===== src/rtl/divu4_sequential_pkg.sv =====
// Shared definitions for the sequential unsigned divider: default width and FSM state encoding.
package divu4_sequential_pkg;

  localparam int DIVU_WIDTH = 4;

  typedef enum logic {
    ST_IDLE = 1'b0,
    ST_RUN  = 1'b1
  } state_e;

endpackage


===== src/rtl/divu4_sequential_addsubn_unit.sv =====
// N-bit combinational adder/subtractor; subtract inverts b so carry_in=1 forms two's complement.
module addsubn_unit #(
  parameter int N = 5
) (
  input  logic         subtract,
  input  logic [N-1:0] a,
  input  logic [N-1:0] b,
  input  logic         carry_in,
  output logic [N-1:0] result,
  output logic         carry_out
);

  logic [N-1:0] b_eff;

  assign b_eff = b ^ {N{subtract}};
  assign {carry_out, result} = {1'b0, a} + {1'b0, b_eff} + {{N{1'b0}}, carry_in};

endmodule


===== src/rtl/divu4_sequential.sv =====
// Multi-cycle restoring divider: one trial subtraction per clock, result after WIDTH iterations.
// state   | meaning
// IDLE    | waiting for start; results held
// RUN     | iterating, or finishing a zero-divisor request on the next edge
module divu4_sequential
  import divu4_sequential_pkg::*;
#(
  parameter int WIDTH = DIVU_WIDTH
) (
  input  logic             clk,
  input  logic             reset,
  input  logic             start,
  input  logic [WIDTH-1:0] dividend,
  input  logic [WIDTH-1:0] divisor,
  output logic             busy,
  output logic             done,
  output logic [WIDTH-1:0] quotient,
  output logic [WIDTH-1:0] remainder,
  output logic             div_by_zero
);

  localparam int CW = $clog2(WIDTH + 1);

  state_e           state_q, state_d;
  logic [WIDTH-1:0] rem_sh_q, rem_sh_d;
  logic [WIDTH-1:0] quo_sh_q, quo_sh_d;
  logic [WIDTH-1:0] div_q, div_d;
  logic [CW-1:0]    cnt_q, cnt_d;
  logic             zero_q, zero_d;
  logic             busy_q, busy_d;
  logic             done_q, done_d;
  logic [WIDTH-1:0] quot_q, quot_d;
  logic [WIDTH-1:0] rem_q, rem_d;
  logic             dz_q, dz_d;

  logic [WIDTH:0]   r_shift;
  logic [WIDTH:0]   trial;
  logic             carry;
  logic             no_borrow;

  assign r_shift = {rem_sh_q, quo_sh_q[WIDTH-1]};

  addsubn_unit #(.N(WIDTH + 1)) u_addsub (
    .subtract  (1'b1),
    .a         (r_shift),
    .b         ({1'b0, div_q}),
    .carry_in  (1'b1),
    .result    (trial),
    .carry_out (carry)
  );

  // Without a borrow the difference is below the divisor, so its top bit is always clear.
  assign no_borrow = carry & ~trial[WIDTH];

  always_comb begin
    state_d  = state_q;
    rem_sh_d = rem_sh_q;
    quo_sh_d = quo_sh_q;
    div_d    = div_q;
    cnt_d    = cnt_q;
    zero_d   = zero_q;
    busy_d   = busy_q;
    done_d   = 1'b0;
    quot_d   = quot_q;
    rem_d    = rem_q;
    dz_d     = dz_q;

    unique case (state_q)
      ST_IDLE: begin
        if (start) begin
          div_d    = divisor;
          quo_sh_d = dividend;
          rem_sh_d = '0;
          cnt_d    = '0;
          zero_d   = (divisor == '0);
          busy_d   = 1'b1;
          state_d  = ST_RUN;
        end
      end
      ST_RUN: begin
        if (zero_q) begin
          quot_d  = {WIDTH{1'b1}};
          rem_d   = quo_sh_q;
          dz_d    = 1'b1;
          done_d  = 1'b1;
          busy_d  = 1'b0;
          state_d = ST_IDLE;
        end else begin
          if (no_borrow) begin
            rem_sh_d = trial[WIDTH-1:0];
            quo_sh_d = {quo_sh_q[WIDTH-2:0], 1'b1};
          end else begin
            rem_sh_d = r_shift[WIDTH-1:0];
            quo_sh_d = {quo_sh_q[WIDTH-2:0], 1'b0};
          end
          cnt_d = cnt_q + CW'(1);
          if (cnt_q == CW'(WIDTH - 1)) begin
            quot_d  = quo_sh_d;
            rem_d   = rem_sh_d;
            dz_d    = 1'b0;
            done_d  = 1'b1;
            busy_d  = 1'b0;
            state_d = ST_IDLE;
          end
        end
      end
      default: state_d = ST_IDLE;
    endcase
  end

  always_ff @(posedge clk or posedge reset) begin
    if (reset) begin
      state_q  <= ST_IDLE;
      rem_sh_q <= '0;
      quo_sh_q <= '0;
      div_q    <= '0;
      cnt_q    <= '0;
      zero_q   <= 1'b0;
      busy_q   <= 1'b0;
      done_q   <= 1'b0;
      quot_q   <= '0;
      rem_q    <= '0;
      dz_q     <= 1'b0;
    end else begin
      state_q  <= state_d;
      rem_sh_q <= rem_sh_d;
      quo_sh_q <= quo_sh_d;
      div_q    <= div_d;
      cnt_q    <= cnt_d;
      zero_q   <= zero_d;
      busy_q   <= busy_d;
      done_q   <= done_d;
      quot_q   <= quot_d;
      rem_q    <= rem_d;
      dz_q     <= dz_d;
    end
  end

  assign busy        = busy_q;
  assign done        = done_q;
  assign quotient    = quot_q;
  assign remainder   = rem_q;
  assign div_by_zero = dz_q;

endmodule


===== config.mk =====
export PLATFORM = sky130hd
export DESIGN_NAME = divu4_sequential
export DESIGN_NICKNAME = d
export VERILOG_FILES = /design/src/rtl/divu4_sequential_pkg.sv /design/src/rtl/divu4_sequential_addsubn_unit.sv /design/src/rtl/divu4_sequential.sv
export SDC_FILE = /design/constraint.sdc
export NUM_CORES = 1
export LEC_CHECK = 0
export ABC_AREA = 1
export CAP_MARGIN = 20
export CORE_MARGIN = 10
export CORE_UTILIZATION = 57
export DETAILED_ROUTE_END_ITERATION = 16
export PLACE_DENSITY_LB_ADDON = 0.12
export SYNTH_ARGS = -nofsm -noshare
export SYNTH_HDL_FRONTEND = slang
export SYNTH_SLANG_ARGS = --single-unit

===== constraint.sdc =====
create_clock -name clk -period 3.9 [get_ports clk]
set_input_delay 0.585 -clock clk [delete_from_list [all_inputs] [get_ports clk]]
set_output_delay 0.585 -clock clk [all_outputs]
set_load 0.03 [all_outputs]

=== Word-level counts from Yosys, hierarchy flattened ===
Index checks and enable logic that the tools add are counted.

* Register bits after elaboration: 28
* Input bits: 11

* Equal/unequal tests: 4
* Reduce and logical (&&, ||, !) cells: 6
* Bitwise logic cells: 4
* Mux-type cells: 27
* Add/sub/neg operators: 3

{| class="wikitable"
|+ Operator list
! operator !! count
|-
| $mux 4 || 9
|-
| $pmux 4 s2 || 2
|-
| $mux 1 || 11
|-
| $reduce_and 2->1 || 4
|-
| $add 5x5->6 || 1
|-
| $add 6x1->6 const B || 1
|-
| $mux 3 || 2
|-
| $pmux 3 s2 || 1
|-
| $not 4->5 || 1
|-
| $logic_not 4->1 || 1
|-
| $ne 2x2->1 const B || 2
|-
| $pmux 1 s2 || 2
|-
| $add 3x1->3 const B || 1
|-
| $eq 3x2->1 const B || 1
|-
| $ne 3x1->1 const B || 1
|-
| $not 1->1 || 2
|-
| $reduce_bool 2->1 || 1
|-
| $and 1x1->1 || 1
|}

=== Depth between registers and ports, before layout ===
* Word-level depth: 8
* Depth in mapped cells: 13
* Depth with buffers taken out: 13

=== Cells and area by module ===
A second synthesis with hierarchy kept.

* Cells, all modules: 204
* Area, all modules: 1,547.7 µm²

{| class="wikitable"
|+ By module, submodules not included
! module !! sequential area each (µm²) !! times used !! area an instance (µm²) !! cells each
|-
| divu4_sequential || 700.7 || 1 || 1,249.9 || 158
|-
| addsubn_unit || 0.0 || 1 || 297.8 || 46
|}

=== Worst setup path after synthesis ===
OpenSTA, ideal clock, no wires.

* Path type: reg-to-reg
* From: reg quo_sh_q[3]
* To: reg rem_q[2], in the netlist remainder[2]
* Period minus slack after synthesis: 1,725 ps
* Required time: 3,783 ps
* Data arrival time: 1,608 ps
* Cell stages (with the launch flop): 14
* Slack: 2,175 ps
* Cell sequence: dfrtp_1 -> inv_1 -> ha_1 -> fa_1 -> inv_1 -> nand2_1 -> nand2_1 -> nand3_2 -> nand2_2 -> inv_2 -> nand3_1 -> nand3_1 -> nand2_1 -> nand2_1

* Cells in the longest elaborated chain, start to end: 7

{| class="wikitable"
|+ Ends and longest elaborated chain
! element !! RTL line !! text
|-
| from (decl) || divu4_sequential.sv:26 || <nowiki>logic [WIDTH-1:0] quo_sh_q, quo_sh_d;</nowiki>
|-
| from (signal assigned) || divu4_sequential.sv:127 || <nowiki>quo_sh_q <= quo_sh_d;</nowiki>
|-
| $add 5x5->6 * || divu4_sequential_addsubn_unit.sv:16 || <nowiki>assign {carry_out, result} = {1'b0, a} + {1'b0, b_eff} + {{N{1'b0}}, carry_in};</nowiki>
|-
| $add 6x1->6 * || divu4_sequential_addsubn_unit.sv:16 ||
|-
| $not 1->1 || divu4_sequential.sv:53 || <nowiki>assign no_borrow = carry & ~trial[WIDTH];</nowiki>
|-
| $and 1x1->1 || divu4_sequential.sv:53 ||
|-
| $mux 4 * || divu4_sequential.sv:89 || <nowiki>if (no_borrow) begin</nowiki>
|-
| $mux 4 * || divu4_sequential.sv:97 || <nowiki>if (cnt_q == CW'(WIDTH - 1)) begin</nowiki>
|-
| $mux 4 * || divu4_sequential.sv:81 || <nowiki>if (zero_q) begin</nowiki>
|-
| to (signal assigned) || divu4_sequential.sv:134 || <nowiki>rem_q <= rem_d;</nowiki>
|-
| to (decl) || divu4_sequential.sv:33 || <nowiki>logic [WIDTH-1:0] rem_q, rem_d;</nowiki>
|}

Every way passes the cells marked *; elsewhere a longest branch is shown, timed or not. The select of a mux whose other input is x is not followed.
A chain may end at the register's enable or synchronous reset.

=== Worst setup path after layout ===
* From: reg quot_q[2], in the netlist quotient[2]
* To: out quotient[2]

{| class="wikitable"
|+ RTL lines
! element !! RTL line !! text
|-
| from (decl) || divu4_sequential.sv:32 || <nowiki>logic [WIDTH-1:0] quot_q, quot_d;</nowiki>
|-
| from (signal assigned) || divu4_sequential.sv:133 || <nowiki>quot_q <= quot_d;</nowiki>
|-
| to (decl) || divu4_sequential.sv:17 || <nowiki>output logic [WIDTH-1:0] quotient,</nowiki>
|}

No word-level cell between the ends.

==> out/metrics.yaml <==
grt:
  grt_pass1_vias: 1178
  antenna_found_initial: 0
  grt_usage_pct: 12.0
  grt_pass1_wl_um: 5310
  grt_max_degree: 29
  gr-total-overflow: 0
drt:
  drt-vias-per-instance: 5.35
  ant_nets: 0
  drt_iter0_drc: 74
  drc: 0
  num_vias: 1262
  wirelength_um: 3200
  avgRoutedWirePerCell_um: 13.6
  drt_first_pass_iters: 4
clock_network:
  cts_made_buffers: 3
  cts-resized-gates: 0
  clock_path_buffers: 2
  cts.sinks: 28
  cts_setup_buffers: 0
  cts_root_buf: "clkbuf_4"
  worstSkewPairLatency_ns: 0.32
  cts_htree_levels: 1
  cts_hold_buf: 0
  path_clk_slew_ns: 0.15
  cts_tree: "built"
finish:
  antenna_cells: 0
  layout_common_cells: "nand2_1, dfrtp_1, inv_1"
  nets: 225
  final_common_cell: "nand2_1"
  area_growth_pct: 20.8
  drive_gt1_share_pct: 11.2
  fillers: 207
  fin_util_pct: 72.3
  fin_cells: 236
setup_path:
  path_delay_family: "buffers and inverters"
  r2r_slack_ns: 1.98
  crit_chain: "clkdlybuf4s50_1"
  worst-path-buf-inv: 1
  critPathLaunchType: "register"
  crit_type: "register to output pin"
  cp.required_ns: 3.31
  cp_max_fo: 2
  worst_path_largest_cell_delay_ns: 0.69
  arrival_ns: 1.38
  slowest_stage: "clkdlybuf4s50_1"
  regToRegEndpoint: "remainder[0]"
  rr_startpoint: "quo_sh_q[3]"
  critPathCaptureType: "output pin"
  r2r_cells: 13
  crit_start: "quotient[2]"
power:
  leakagePower_nw: 0.939
  switching_share_pct: 48.0
  p_comb_share_pct: 59.7
  ir_worst_vdd_uv: 570
  intPower_mw: 0.887
  power_switching_mw: 0.818
  power_density_nw_per_um2: 943
  pwr-share-clk_pct: 11.1
  p_seq_share_pct: 29.2
floorplan:
  die_h_um: 71.2
  die-area_um2: 5070
  io_pins: 22
  die_x_um: 71.2
  start_util_pct: 59.8
  core_area_um2: 2500
  rows: 18
min_path:
  min_path_cells: 2
  hp-class: "register to register"
  hp-start: "remainder[0]"
  min_to: "remainder[0]"
synth:
  syn_area_um2: 1500
  synth_edf_count: 0
  synth-seq-area-share_pct: 46.9
  synth.net_count: 200
  yosys_warnings: 0
  synthArstFlopShare_pct: 100
  avgSynthCellArea_um2: 8.22
  synthFlopType: "dfrtp_1"
  synth.distinct_cells: 22
  synth_seq_cells: 28
  postSynthCellCount: 182
placement:
  dp_hpwl_um: 2450
  dp_cells: 231
  place.gp.congestion: 0.954
  io_buffers: 21
timing:
  timing.fmax_ghz: 0.509
  finalSetupTns_ns: 0
  hold_violations: 0
  slew_headroom_pct: 63.7
  maxSlewViolCount: 0
  setup_viol_count_final: 0
  min_period_ns: 1.97
  tightest_slew_ns: 0.544
  post-route-period-util_pct: 50.4
  rsz0062_at_grt: "false"
  fin_worst_skew_ns: 0.00186
outcome:
  status: "completed"
flow_run:
  max_cap_viol_count: 0
[cell type report]
class                      instances  area [um2]  area share [%]
inverter                          30         115            6.37
multi-input combinational        122         663            36.7
sequential                        28         701            38.8
timing repair buffer              22         238            13.2
clock buffer                       3        22.5            1.25
clock inverter                     1        30.0            1.66
tap                               30        37.5            2.08
[per-stage QoR]
stage / hold WS (ns) / cell area [um2] / total power, mW / worst slack [ns]
final: 0.499 / 1810 / 1.70 / 1.93
after floorplan: 0.450 / 1500 / 1.25 / 2.17
after CTS: 0.502 / 1780 / 1.70 / 1.91
after detailed placement: 0.466 / 1730 / 1.51 / 2.01
after global placement: 0.462 / 1730 / 1.48 / 2.05
after global routing: 0.521 / 1810 / 1.85 / 1.86
[power by group through the flow]
| stage | Sequential (mW) | Combinational [mW] | Clock [mW] |
|---|---|---|---|
| final | 0.497 | 1.02 | 0.189 |
| after global routing | 0.513 | 1.14 | 0.202 |
| after CTS | 0.496 | 1.01 | 0.193 |
| after detailed placement | 0.504 | 1.01 | 0 |
| after global placement | 0.497 | 0.979 | 0 |
| after floorplan | 0.582 | 0.667 | 0 |
[metal layers]
metal  vias up  wire length [um]  share of wire, %  GRT usage, %
li1        630                 -                 -             -
met1       586              1450                45          15.4
met2        42              1520                47          20.4
met3         4               202               6.3          2.75
met4         0                27              0.84          1.94
met5         -                 0                 0             0
[logic make-up (layout without fill, tap and decap cells)]
| kind of cell | Yosys count | in the layout | synth area share (%) |
|---|---|---|---|
| and+or+nand+nor | 87 | 87 | 28.0 |
| buffers and inverters | 32 | 56 | 8.79 |
| AOI/OAI and AO/OA | 28 | 28 | 10.0 |
| DFF | 28 | 28 | 46.9 |
| adders and majority gates | 7 | 7 | 6.36 |
[how the worst max path moves through the flow]
stage	to	slack, ns	depth (start not counted)
finish	quotient[2]	1.93	1
global route	remainder[0]	1.86	13
CTS	quotient[2]	1.91	1
detailed placement	remainder[0]	2.01	13
global placement	remainder[2]	2.05	13
floorplan	remainder[2]	2.17	13
[sequential cells by signal, indices dropped and copies added (netlist names)]
register and cells:
div_q 4, quo_sh_q 4, quotient 4, rem_sh_q 4, remainder 4, cnt_q 3
busy 1, div_by_zero 1, done 1, state_q 1, zero_q 1
[cells in the mapped netlist, types with 2 or more instances]
| cell | instances | share of area, % |
|---|---|---|
| a21oi_1 | 8 | 2.7 |
| dfrtp_1 | 28 | 47 |
| ha_1 | 6 | 5.0 |
| inv_1 | 25 | 6.3 |
| inv_2 | 4 | 1.0 |
| nand2_1 | 49 | 12 |
| nand2_2 | 4 | 1.7 |
| nand3_1 | 13 | 4.4 |
| nand3_2 | 4 | 2.7 |
| nor2_1 | 13 | 3.3 |
| o21ai_0 | 12 | 4.0 |
| o21ai_1 | 4 | 1.3 |
| o21ai_2 | 2 | 1.2 |
| o22ai_1 | 2 | 0.84 |
(Power assumes the default switching activity.)
==> patch, RTL diff (same flow settings) <==
The package constant `DIVU_WIDTH` goes from 4 to 16.
--- a/src/rtl/divu4_sequential_pkg.sv
+++ b/src/rtl/divu4_sequential_pkg.sv
@@ -1,7 +1,7 @@
 // Shared definitions for the sequential unsigned divider: default width and FSM state encoding.
 package divu4_sequential_pkg;
 
-  localparam int DIVU_WIDTH = 4;
+  localparam int DIVU_WIDTH = 16;
 
   typedef enum logic {
     ST_IDLE = 1'b0,
Ports: changed (resized dividend, divisor, quotient and remainder); port bits go from 22 to 70. No check against the original RTL was run, so the function may have changed too.
==> patch against the original RTL <==
  * Count of clock-buffer cells in the layout is 7 higher
  * Global-route usage grew 9.3 points
  * Total power grew to 3.6 times the old value
  * Synthesized area grew to 3.4 times the old value
  * Sequential share of layout area down 1.6 points
  * Combinational power rose to 3.8 times the old value
  * Wire length increased to 4.2 times the old value
  * Final area rose to 3.3 times the old value
  * Sequential cell count rose by 62
  * Non-clock buffer count rose by 54
  * Setup slack worse by 0.87 ns
  * Critical path type is now reg2reg
  * Largest cell class is now multi-input combinational cells
  * Highest routed layer unchanged
==> patch: results (changes against the original RTL) <==
| Metric | Value |
|---|---|
| Vias in the first global route | `4765 (was 1178)` |
| TritonRoute pass-1 iters | `5 (was 4)` |
| Syn Nets | `753 (was 200)` |
| Final worst clock skew | `0.0153 ns (was 0.00186 ns)` |
| Worst VDD drop | `518 uV (was 570 uV)` |
| Vias per cell | `5.38 (was 5.35)` |
| HP Start | `remainder[6] (was remainder[0])` |
| Clock Latency Late Sink | `0.37 ns (was 0.32 ns)` |
| Share of cells above drive strength 1 | `5.21% (was 11.2%)` |
| Seq/Total Area, Yosys | `44.2% (was 46.9%)` |
| Arr. time, crit path | `3.09 ns (was 1.38 ns)` |
| Min-Delay Path Class | `reg2reg (unchanged)` |
| LEAKAGE | `3.17 nW (was 0.939 nW)` |
| Hold Path Depth | `2 (unchanged)` |
| FF-to-FF path depth | `16 (was 13)` |
| GP Congestion | `0.900 (was 0.954)` |
| Hold endpoint | `remainder[6] (was remainder[0])` |
| RR Endpoint | `remainder[13] (was remainder[0])` |
| Synth top area cells | `dfrtp_1 44%, nand2_1 19%, o21ai_0 6.8% (was dfrtp_1 47%, nand2_1 12%, inv_1 6.3%)` |
| Worst-path clk slew | `0.10 ns (was 0.15 ns)` |
| Post-synth top cells | `257 x nand2_1, 90 x dfrtp_1, 84 x inv_1, 69 x o21ai_0, 40 x nor2_1 (was 49 x nand2_1, 28 x dfrtp_1, 25 x inv_1, 13 x nand3_1, 13 x nor2_1)` |
| Clock Tree Root | `clkbuf_8 (was clkbuf_4)` |
| CP max-delay cell | `fa_1 (was clkdlybuf4s50_1)` |
| Drt wl/cell | `15.5 um (was 13.6 um)` |
| Fillcell total | `760 (was 207)` |
| Crit-path max FO | `20 (was 2)` |
| Setup ws final | `1.07 ns (was 1.93 ns)` |
| Slowest stage delay, CP | `0.42 ns (was 0.69 ns)` |
| Final #Nets | `817 (was 225)` |
| Pin count of the biggest net entering global routing | `47 (was 29)` |
| Hpwl dp | `10300 um (was 2450 um)` |
| Max_slew headroom | `36.4% (was 63.7%)` |
| Post-synth cell types | `32 (was 22)` |
| H-Tree Depth | `3 (was 1)` |
| Total global-route track usage | `21.3% (was 12.0%)` |
| Outcome | `completed (unchanged)` |
## patch: cell count changes after synthesis, sizes merged, moves of 24 or more
cell   unedited run  this run
nor2             14        43
a21oi             8        32
nand2            54       264
o21ai            18        75
dfrtp            28        90
inv              30        84
## patch: logic make-up (layout without fill, tap and decap cells)
family          count (synthesis)  count (layout)  synth area share, %
compound gates                114             114                 11.6
xor+xnor                        5               5                0.860
fa+ha+maj                      19              19                 4.82
buf+inv                       109             178                 8.60
flops                          90              90                 44.2
simple gates                  362             362                 29.9
## patch: power by group
part | leakage (nW) | switching, mW | internal, mW
registers | 1.09 | 0.260 | 1.38
clock network | 0.0977 | 0.373 | 0.265
logic | 1.99 | 2.55 | 1.36
total | 3.17 | 3.18 | 3.00
## patch: how the worst max path moves through the flow
stage,startpoint,endpoint,cells past startpoint
after floorplan,reset,busy,1
after CTS,quo_sh_q[15],remainder[13],16
after global placement,quo_sh_q[15],remainder[12],16
final,quo_sh_q[15],remainder[13],16
after global routing,quo_sh_q[15],remainder[4],16
after detailed placement,quo_sh_q[15],remainder[13],16
## patch: final cells by class
class | instances | area [sq um] | share of cell area, %
multi-input combinational | 500 | 2400 | 39.7
sequential | 90 | 2250 | 37.2
timing repair buffer | 76 | 743 | 12.3
inverter | 86 | 324 | 5.36
clock buffer | 10 | 138 | 2.27
tap | 108 | 135 | 2.23
clock inverter | 6 | 56.3 | 0.931
## patch: metrics by stage
stage / instance area, sq um / hold WS (ns) / util, % / total power, mW / std cells
final: 6050 / 0.490 / 69.4 / 6.18 / 876
after global routing: 6050 / 0.509 / 69.4 / 6.81 / 876
after CTS: 6050 / 0.493 / 69.4 / 6.20 / 876
after detailed placement: 5860 / 0.468 / 67.2 / 5.55 / 860
after global placement: 5860 / 0.453 / 67.2 / 5.45 / 860
after floorplan: 5090 / 0.453 / - / 4.49 / 699
## patch: worst max-delay path: cells and delay by family, from the launching register on
kind	cells	cell delay, ns
adders and majority gates	2	0.57
buffers and inverters	2	0.17
and+or+nand+nor	12	1.60
DFF	1	0.38
## patch: routing by layer
layer  track usage (%)  part of all wire, %  up-vias
met2              36.2                   49      139
li1                  -                    -     2342
met5                 0                    0        -
met1              26.8                   43     2215
met4              6.85                  2.1        0
met3              3.77                  6.3       21
